$ cat config.mk
export PLATFORM = sky130hd
export DESIGN_NAME = pipe_stage_buf
export DESIGN_NICKNAME = d
export VERILOG_FILES = /design/src/rtl/pipe_stage_buf.sv
export SDC_FILE = /design/constraint.sdc
export NUM_CORES = 1
export LEC_CHECK = 0
export CAP_MARGIN = 25
export CORE_UTILIZATION = 52
export CTS_BUF_LIST = sky130_fd_sc_hd__clkbuf_4 sky130_fd_sc_hd__clkbuf_8
export CTS_CLUSTER_DIAMETER = 50
export DETAILED_ROUTE_END_ITERATION = 10
export PLACE_DENSITY = 0.84
export SYNTH_ARGS = -nofsm -noshare
export SYNTH_HDL_FRONTEND = slang
export SYNTH_SLANG_ARGS = --single-unit
$ cat constraint.sdc
create_clock -name clk -period 2.35 [get_ports clk]
set_input_delay 0.47 -clock clk [delete_from_list [all_inputs] [get_ports clk]]
set_output_delay 0.47 -clock clk [all_outputs]
set_load 0.02 [all_outputs]
$ cat src/rtl/pipe_stage_buf.sv
// pipe_stage_buf: two-entry elastic skid buffer between pipeline stages; define PIPE_STAGE_BUF_BUBBLE_EN to force BUBBLE onto out_data while empty
module pipe_stage_buf #(
    parameter int DATA_W = 68,
    parameter logic [DATA_W-1:0] BUBBLE = {DATA_W{1'b0}}
) (
    input  logic              clk,
    input  logic              rst,
    input  logic              flush,
    input  logic              in_valid,
    output logic              in_ready,
    input  logic [DATA_W-1:0] in_data,
    output logic              out_valid,
    input  logic              out_ready,
    output logic [DATA_W-1:0] out_data,
    output logic [1:0]        occupancy
);

    typedef enum logic [1:0] {EMPTY = 2'd0, ONE = 2'd1, FULL = 2'd2} state_t;

    state_t            state, state_nxt;
    logic [DATA_W-1:0] main_q, skid_q;
    logic              acc, con;

    assign acc       = in_valid & in_ready & ~flush;
    assign con       = out_valid & out_ready;
    assign occupancy = state;

    // next occupancy from the two handshakes, flush overriding everything
    always_comb begin
        state_nxt = state;
        case (state)
            EMPTY:   state_nxt = acc ? ONE : EMPTY;
            ONE:     state_nxt = (acc & ~con) ? FULL : (con & ~acc) ? EMPTY : ONE;
            FULL:    state_nxt = con ? ONE : FULL;
            default: state_nxt = EMPTY;
        endcase
        if (flush)
            state_nxt = EMPTY;
    end

    // state and handshake flags registered from the next state so they never depend combinationally on inputs
    always_ff @(posedge clk or negedge rst) begin
        if (!rst) begin
            state     <= EMPTY;
            in_ready  <= 1'b0;
            out_valid <= 1'b0;
        end else begin
            state     <= state_nxt;
            in_ready  <= state_nxt != FULL;
            out_valid <= state_nxt != EMPTY;
        end
    end

    // payload slots; flush freezes them so the old head stays visible in the non-bubble build
    always_ff @(posedge clk or negedge rst) begin
        if (!rst) begin
            main_q <= BUBBLE;
            skid_q <= {DATA_W{1'b0}};
        end else if (!flush) begin
            if (state == FULL && con)
                main_q <= skid_q;
            else if (acc && (state == EMPTY || con))
                main_q <= in_data;
            if (state == ONE && acc && !con)
                skid_q <= in_data;
        end
    end

`ifdef PIPE_STAGE_BUF_BUBBLE_EN
    assign out_data = out_valid ? main_q : BUBBLE;
`else
    assign out_data = main_q;
`endif

endmodule

* Word-level counts from Yosys, hierarchy flattened
Cells that the tools add are included.
Storage, ports and cells: register bits 140, output and inout bits 72, input bits 73, logic and storage cells 35
Cells by class: bitwise gates (word level) 8, multiplexer cells 8, reduce and logical (&&, ||, !) cells 11, eq/ne operators 3
Operator list (count):
- two-way mux 68 bit | 2
- two-way mux 2 bit | 3
- one-hot mux 2 bit (3 select lines) | 1
- bitwise AND 1 bit | 5
- logical AND 1 bit | 4
- AND reduction 2 bit | 2
- nonzero test 2 bit | 2
- inverter 1 bit | 3
- == test 2 x 1 -> 1 bit, second input constant | 1
- == test 2 bit, second input constant | 1
- logical NOT 2 bit | 1
- two-way mux 1 bit | 2
- != test 2 bit, second input constant | 1
- logical NOT 1 bit | 1
- logical OR 1 bit | 1

* Depth between registers and ports, before layout
Gate-level depths: netlist of run 1.
depth in word-level cells 9, gate-level depth with buffers 6, depth with buffers taken out 3

* Worst setup path before layout of run 1
No wires, ideal clock.
path type flip-flop to flip-flop, start point reg state[1], in the netlist occupancy[1], end point reg main_q[22], in the netlist out_data[22], data arrival time 1.864 ns, cell stages (with the launch flop) 7, library setup time 0.125 ns, period minus slack after synthesis 1.988 ns, slack 0.362 ns, buffers on the path 3, required time 2.225 ns, path through dfrtp_1 buf_4 or2_1 a221oi_4 buf_6 buf_6 mux2_2
On the way: longest elaborated chain between the ends 5, elaborated cells between the ends (all ways) 8, those cells by class 1 x eq/ne; 1 x mux; 6 x reduce/logical
Ends and longest elaborated chain:
- start: declaration | RTL line 20 | state_t state, state_nxt;
- start signal: assignment | RTL line 48 | state <= state_nxt;
- logical NOT 2 bit | RTL line 62 | else if (acc && (state == EMPTY || con))
- logical OR 1 bit | RTL line 62
- logical AND 1 bit | RTL line 62
- nonzero test 2 bit (no line)
- AND reduction 2 bit (no line)
- end signal: assignment | RTL line 61 | main_q <= skid_q;
- end signal: assignment | RTL line 63 | main_q <= in_data;
- end: declaration | RTL line 21 | logic [DATA_W-1:0] main_q, skid_q;
Parallel ways exist; a longest one is shown, timed or not. A chain may end at the register's enable or synchronous reset.

* Worst setup path after layout of run 1
start point reg state[1], in the netlist occupancy[1], end point out occupancy[1]
RTL lines:
- end: declaration | RTL line 15 | output logic [1:0] occupancy
No word-level cell between the ends.

==> flow_summary.ini, run 1 <==
[global_route]
antenna_found_initial = 0
first_global_vias = 3998
grt_pass1_wl_um = 20000
grt_start_max_net_pins = 51
gr-usage-all-layers = 0.223
grt-ovfl-total = 0

[die]
core_um2 = 11400
start_util = 0.535
die_area_um2 = 12200
ioPinCount = 145
rows = 39
fp.dieW_um = 110
die_y_um = 110

[sta]
timing.final.crit_share = 0.935
final_max_slew_viol_count = 0
rsz0062_at_grt = false
skew_ns = 0.00521
setup_viol = 0
fmax_mhz = 455
final.min_clock_period_ns = 2.20
whs_ns = 0.494
slew-limit-headroom = 0.748
worst_pin_slew_ns = 0.377
hold_viol = 0
tns_ns = 0

[placement]
gp_congestion = 0.727
io_buffer_count = 144
dp_hpwl_um = 8860

[logic_synthesis]
synth.area.top_cells = dfrtp_1 (57%), mux2_2 (35%), mux2_1 (2.8%)
syn_area_per_cell_um2 = 15.9
synth_cell_types = 22
synth_cells = 383
async_flop_share = 1.00
synth_top_cell_by_area = dfrtp_1
synth-edff-count = 0
synth.ff_latch_count = 140
synthesis.area_um2 = 6100
yosysMostFrequentCell = mux2_2
yosysTopAreaCellShare = 0.574
synth_flop_cell = dfrtp_1
yosysWarnings = 0
synth.net_count = 456
synth_common_cells = mux2_2 (189), dfrtp_1 (140), mux2_1 (15)
yosysSeqAreaShare = 0.574

[worst_setup_path]
critPathLaunch = occupancy[1]$_DFF_PN0_
critical_path.slowest_cell = clkdlybuf4s50_1
crit_path_end = occupancy[1]
setup.worst_path.start_class = register
crit_family = buffers and inverters
crit_chain = clkdlybuf4s50_1
cp-end-kind = output pin
crit_type = reg -> out
cp_data_required_time_ns = 1.88
crit_cells = 1
rr_worst_depth = 4
worst-endpoint-arrival_ns = 1.73
slowest_delay_ns = 0.72
worstPathMaxFanout = 9
r2r-end = out_data[4]$_DFFE_PN0P_
reg2reg_setup_slack_ns = 0.32
reg2reg_from = occupancy[1]$_DFF_PN0_
path_buf_inv = 1

[drt]
drc = 0
wirelength_um = 12500
drt_iter0_drc = 102
final_antenna_net_count = 0
via_per_inst = 5.33
num_vias = 3730
wl_per_cell_um = 17.9
dr.pass1.iters = 4

[flow_run]
maxCapViolations = 0

[final_layout]
syn_to_final_growth_pct = 34.7
insertedDiodeCount = 0
layout-drive-gt1-share = 0.442
num-nets-final = 619
fillers = 796

[clock_network]
cts_tree = yes
numClockSinks = 140
cts_max_path_buffers = 2
insertion_delay_ns = 0.44
htreeDepth = 4
cts.reportedPaths.clkPinSlew_ns = 0.07
clock-root-buffer = clkbuf_8
cts_buffers = 17

[worst_hold_path]
hp-class = reg -> reg

[pwr]
vdd_drop_max_mv = 0.551
p_leak_nw = 3.45
power.density_nw_per_um2 = 874

[run_status]
outcome = finished, final reports clean
-- cells by family after synthesis --
group,count (synthesis),share of synthesized area
buf+inv,22,0.0230
simple gates,9,0.0131
mux,204,0.376
compound gates,8,0.0135
flops,140,0.574
-- area by class of cell --
type                       instances  area [µm²]  share of cell area
timing repair buffer             166        1720               0.210
clock inverter                     2        10.0             0.00122
sequential                       140        3500               0.426
clock buffer                      28         335              0.0408
tap                              143         179              0.0218
multi-input combinational        221        2470               0.300
-- worst min-delay path by stage --
stage / start / endpoint / slack (ns) / cells after the start
CTS: rst / out_data[46]$_DFFE_PN0P_ / 0.49 / 2
global route: out_data[58]$_DFFE_PN0P_ / out_data[58]$_DFFE_PN0P_ / 0.51 / 1
floorplan: rst / in_ready$_DFF_PN0_ / 0.17 / 0
global placement: rst / skid_q[46]$_DFFE_PN0P_ / 0.39 / 1
detailed placement: rst / out_data[40]$_DFFE_PN0P_ / 0.40 / 1
finish: out_data[37]$_DFFE_PN0P_ / out_data[37]$_DFFE_PN0P_ / 0.49 / 1
-- metal layers --
| layer | GRT usage | part of all wire | routed length, µm |
|---|---|---|---|
| met5 | 0 | 0 | 0 |
| met1 | 0.270 | 0.43 | 5390 |
| met4 | 0.0930 | 0.019 | 235 |
| met2 | 0.357 | 0.47 | 5870 |
| met3 | 0.0835 | 0.084 | 1050 |
-- registers in the layout (all words and copies together), names as in the netlist --
register / cells
skid_q: 68
occupancy: 2
out_data: 68
in_ready: 1
out_valid: 1
-- timing repair --
item | 4_1_cts | 5_1_grt
setup buffers | 0 | 0
gates resized for setup | 0 | 0
hold buffers | 1 | 0
setup endpoints to repair | 0 | 0
endpoints found under the hold margin | 35 | 0
-- placed cells by master (no fill, tap or decap) --
master / count
nor4b_4: 1
or2_1: 1
dlygate4sd3_1: 1
clkdlybuf4s50_1: 143
nand2_1: 2
a211o_1: 1
clkinv_2: 2
a221o_1: 1
or3_1: 1
or3b_2: 1
a221oi_1: 1
a221oi_4: 1
a21o_1: 1
a31oi_1: 1
mux2_2: 189
nand4b_4: 1
a21bo_2: 1
buf_6: 1
mux2_1: 15
dfrtp_1: 140
clkbuf_8: 20
clkbuf_4: 8
a21oi_1: 1
buf_12: 9
buf_4: 12
nand2b_1: 2
-- per-stage QoR --
| stage | std cells | instance area [µm²] | worst slack [ns] | utilization | power, W |
|---|---|---|---|---|---|
| after global routing | 700 | 8220 | 0.0611 | 0.720 | 0.00757 |
| after global placement | 669 | 7860 | 0.0715 | 0.689 | 0.00543 |
| final | 700 | 8220 | 0.152 | 0.720 | 0.00718 |
| after floorplan | 383 | 6100 | 0.362 | - | 0.00453 |
| after CTS | 700 | 8220 | 0.122 | 0.720 | 0.00726 |
| after detailed placement | 669 | 7860 | 0.0329 | 0.689 | 0.00554 |
-- power breakdown --
| group | switching (W) | internal, W | total, W |
|---|---|---|---|
| Combinational | 0.000825 | 0.00119 | 0.00202 |
| Clock | 0.000814 | 0.000893 | 0.00171 |
| Sequential | 0.000353 | 0.00310 | 0.00346 |
(Power assumes the default switching activity.)
==> inputs of run 2 (changes only) <==
--- a/config.mk
+++ b/config.mk
@@ -8,7 +8,6 @@
 export CAP_MARGIN = 25
 export CORE_UTILIZATION = 52
 export CTS_BUF_LIST = sky130_fd_sc_hd__clkbuf_4 sky130_fd_sc_hd__clkbuf_8
-export CTS_CLUSTER_DIAMETER = 50
 export DETAILED_ROUTE_END_ITERATION = 10
 export PLACE_DENSITY = 0.84
 export SYNTH_ARGS = -nofsm -noshare
==> results of run 2 <==
The final DEF is identical to that of run 1; final timing and power are the same.
==> inputs of run 3 (changes only) <==
--- a/config.mk
+++ b/config.mk
@@ -6,6 +6,7 @@
 export NUM_CORES = 1
 export LEC_CHECK = 0
 export CAP_MARGIN = 25
+export CORE_ASPECT_RATIO = 1.25
 export CORE_UTILIZATION = 52
 export CTS_BUF_LIST = sky130_fd_sc_hd__clkbuf_4 sky130_fd_sc_hd__clkbuf_8
 export DETAILED_ROUTE_END_ITERATION = 10
==> run 3 against run 2 <==
Compared with the run above: die area about the same; via count down 0.43%; critical path depth unchanged; routed wire length down 1.5%; fmax up 1.1%; register-to-register slack better by 0.06 ns; worst setup slack better by 0.023 ns; sequential power about the same; sequential share of layout area down 0.40 points; global-route usage down 0.17 points; clock skew up 0.0040 ns; highest routed layer unchanged.
==> flow_summary.ini, run 3 (same netlist as run 1, synthesis figures left out) <==
[sta]
skew_ns = 0.00923
rsz0062_at_grt = false
final.min_clock_period_ns = 2.18
worst_pin_slew_ns = 0.639
hold_viol = 0
final_max_slew_viol_count = 0
fin_ws_ns = 0.175
slew-limit-headroom = 0.574
timing.final.crit_share = 0.926
setup_viol = 0
tns_ns = 0
fmax_mhz = 460

[worst_setup_path]
crit_chain = clkdlybuf4s50_1
reg2reg_setup_slack_ns = 0.38
rr_worst_depth = 4
r2r-end = out_data[10]$_DFFE_PN0P_
worst-endpoint-arrival_ns = 1.71
crit_type = reg -> out
crit_family = buffers and inverters
critPathLaunch = occupancy[1]$_DFF_PN0_
crit_cells = 1
crit_path_end = occupancy[1]
slowest_delay_ns = 0.71
cp_data_required_time_ns = 1.88
cp-end-kind = output pin
critical_path.slowest_cell = clkdlybuf4s50_1
path_buf_inv = 1
setup.worst_path.start_class = register
worstPathMaxFanout = 9
reg2reg_from = occupancy[1]$_DFF_PN0_

[die]
die_area_um2 = 12200
start_util = 0.543
core_um2 = 11200
rows = 43
ioPinCount = 145
die_y_um = 123
fp.dieW_um = 98.9

[worst_hold_path]
hp-class = in -> async

[global_route]
gr-usage-all-layers = 0.221
grt_start_max_net_pins = 69
grt_pass1_wl_um = 20500
first_global_vias = 4209
grt-ovfl-total = 0
antenna_found_initial = 0

[drt]
wirelength_um = 12400
drt_iter0_drc = 80
num_vias = 3714
final_antenna_net_count = 0
dr.pass1.iters = 4
wl_per_cell_um = 17.9
drc = 0
via_per_inst = 5.37

[placement]
gp_congestion = 0.713
dp_hpwl_um = 8640
place_ws_ns = -0.0996
io_buffer_count = 144

[run_status]
outcome = finished, final reports clean

[final_layout]
final_cell_mix = mux2_2 (189), clkdlybuf4s50_1 (143), dfrtp_1 (140)
final_common_cell = mux2_2
layout-drive-gt1-share = 0.442
insertedDiodeCount = 0
syn_to_final_growth_pct = 35.9
num-nets-final = 616

[clock_network]
holdBufCountCts = 0
cts.reportedPaths.clkPinSlew_ns = 0.08
cts_buffers = 17
numClockSinks = 140
cts_resized = 0
post_cts_buffers = 0
cts_tree = yes
insertion_delay_ns = 0.43
cts_max_path_buffers = 2
clock-root-buffer = clkbuf_8
htreeDepth = 4

[pwr]
p_leak_nw = 3.48
power.density_nw_per_um2 = 918
vdd_drop_max_mv = 0.587

[flow_run]
maxCapViolations = 0
## run 3: power breakdown
group | internal [W] | switching [W]
Clock | 0.00121 | 0.000917
Sequential | 0.00310 | 0.000356
Combinational | 0.00120 | 0.000834
## run 3: area by class of cell
type	instances	area, µm²
sequential	140	3500
fill	730	2950
multi-input combinational	221	2470
timing repair buffer	163	1710
clock buffer	19	255
clock inverter	13	190
tap	135	169
## run 3: worst min path at each step
| stage | startpoint | to | slack [ns] | cells after the start |
|---|---|---|---|---|
| after floorplan | rst | in_ready$_DFF_PN0_ | 0.17 | 0 |
| after global placement | skid_q[64]$_DFFE_PN0P_ | skid_q[64]$_DFFE_PN0P_ | 0.46 | 1 |
| after detailed placement | out_data[38]$_DFFE_PN0P_ | out_data[38]$_DFFE_PN0P_ | 0.48 | 1 |
| after CTS | rst | skid_q[55]$_DFFE_PN0P_ | 0.04 | 1 |
| after global routing | rst | out_data[31]$_DFFE_PN0P_ | 0.08 | 1 |
| final | rst | skid_q[55]$_DFFE_PN0P_ | 0.05 | 1 |
## run 3: metal layers
layer,GRT usage,up-vias,part of all wire
met5,0,-,0
met4,0.0830,0,0.018
met3,0.0724,17,0.058
met2,0.378,105,0.52
met1,0.259,1883,0.41
li1,-,1709,-
## run 3: metrics by stage
step / std cells / hold WS (ns) / cell area [µm²] / utilization / power (W)
6_report: 691 / 0.0454 / 8300 / 0.738 / 0.00762
5_1_grt: 691 / 0.0783 / 8300 / 0.738 / 0.00800
4_1_cts: 691 / 0.0446 / 8300 / 0.738 / 0.00771
3_5_place_dp: 659 / 0.475 / 7850 / 0.698 / 0.00556
3_3_place_gp: 659 / 0.464 / 7850 / 0.698 / 0.00545
2_1_floorplan: 383 / 0.174 / 6100 / - / 0.00453
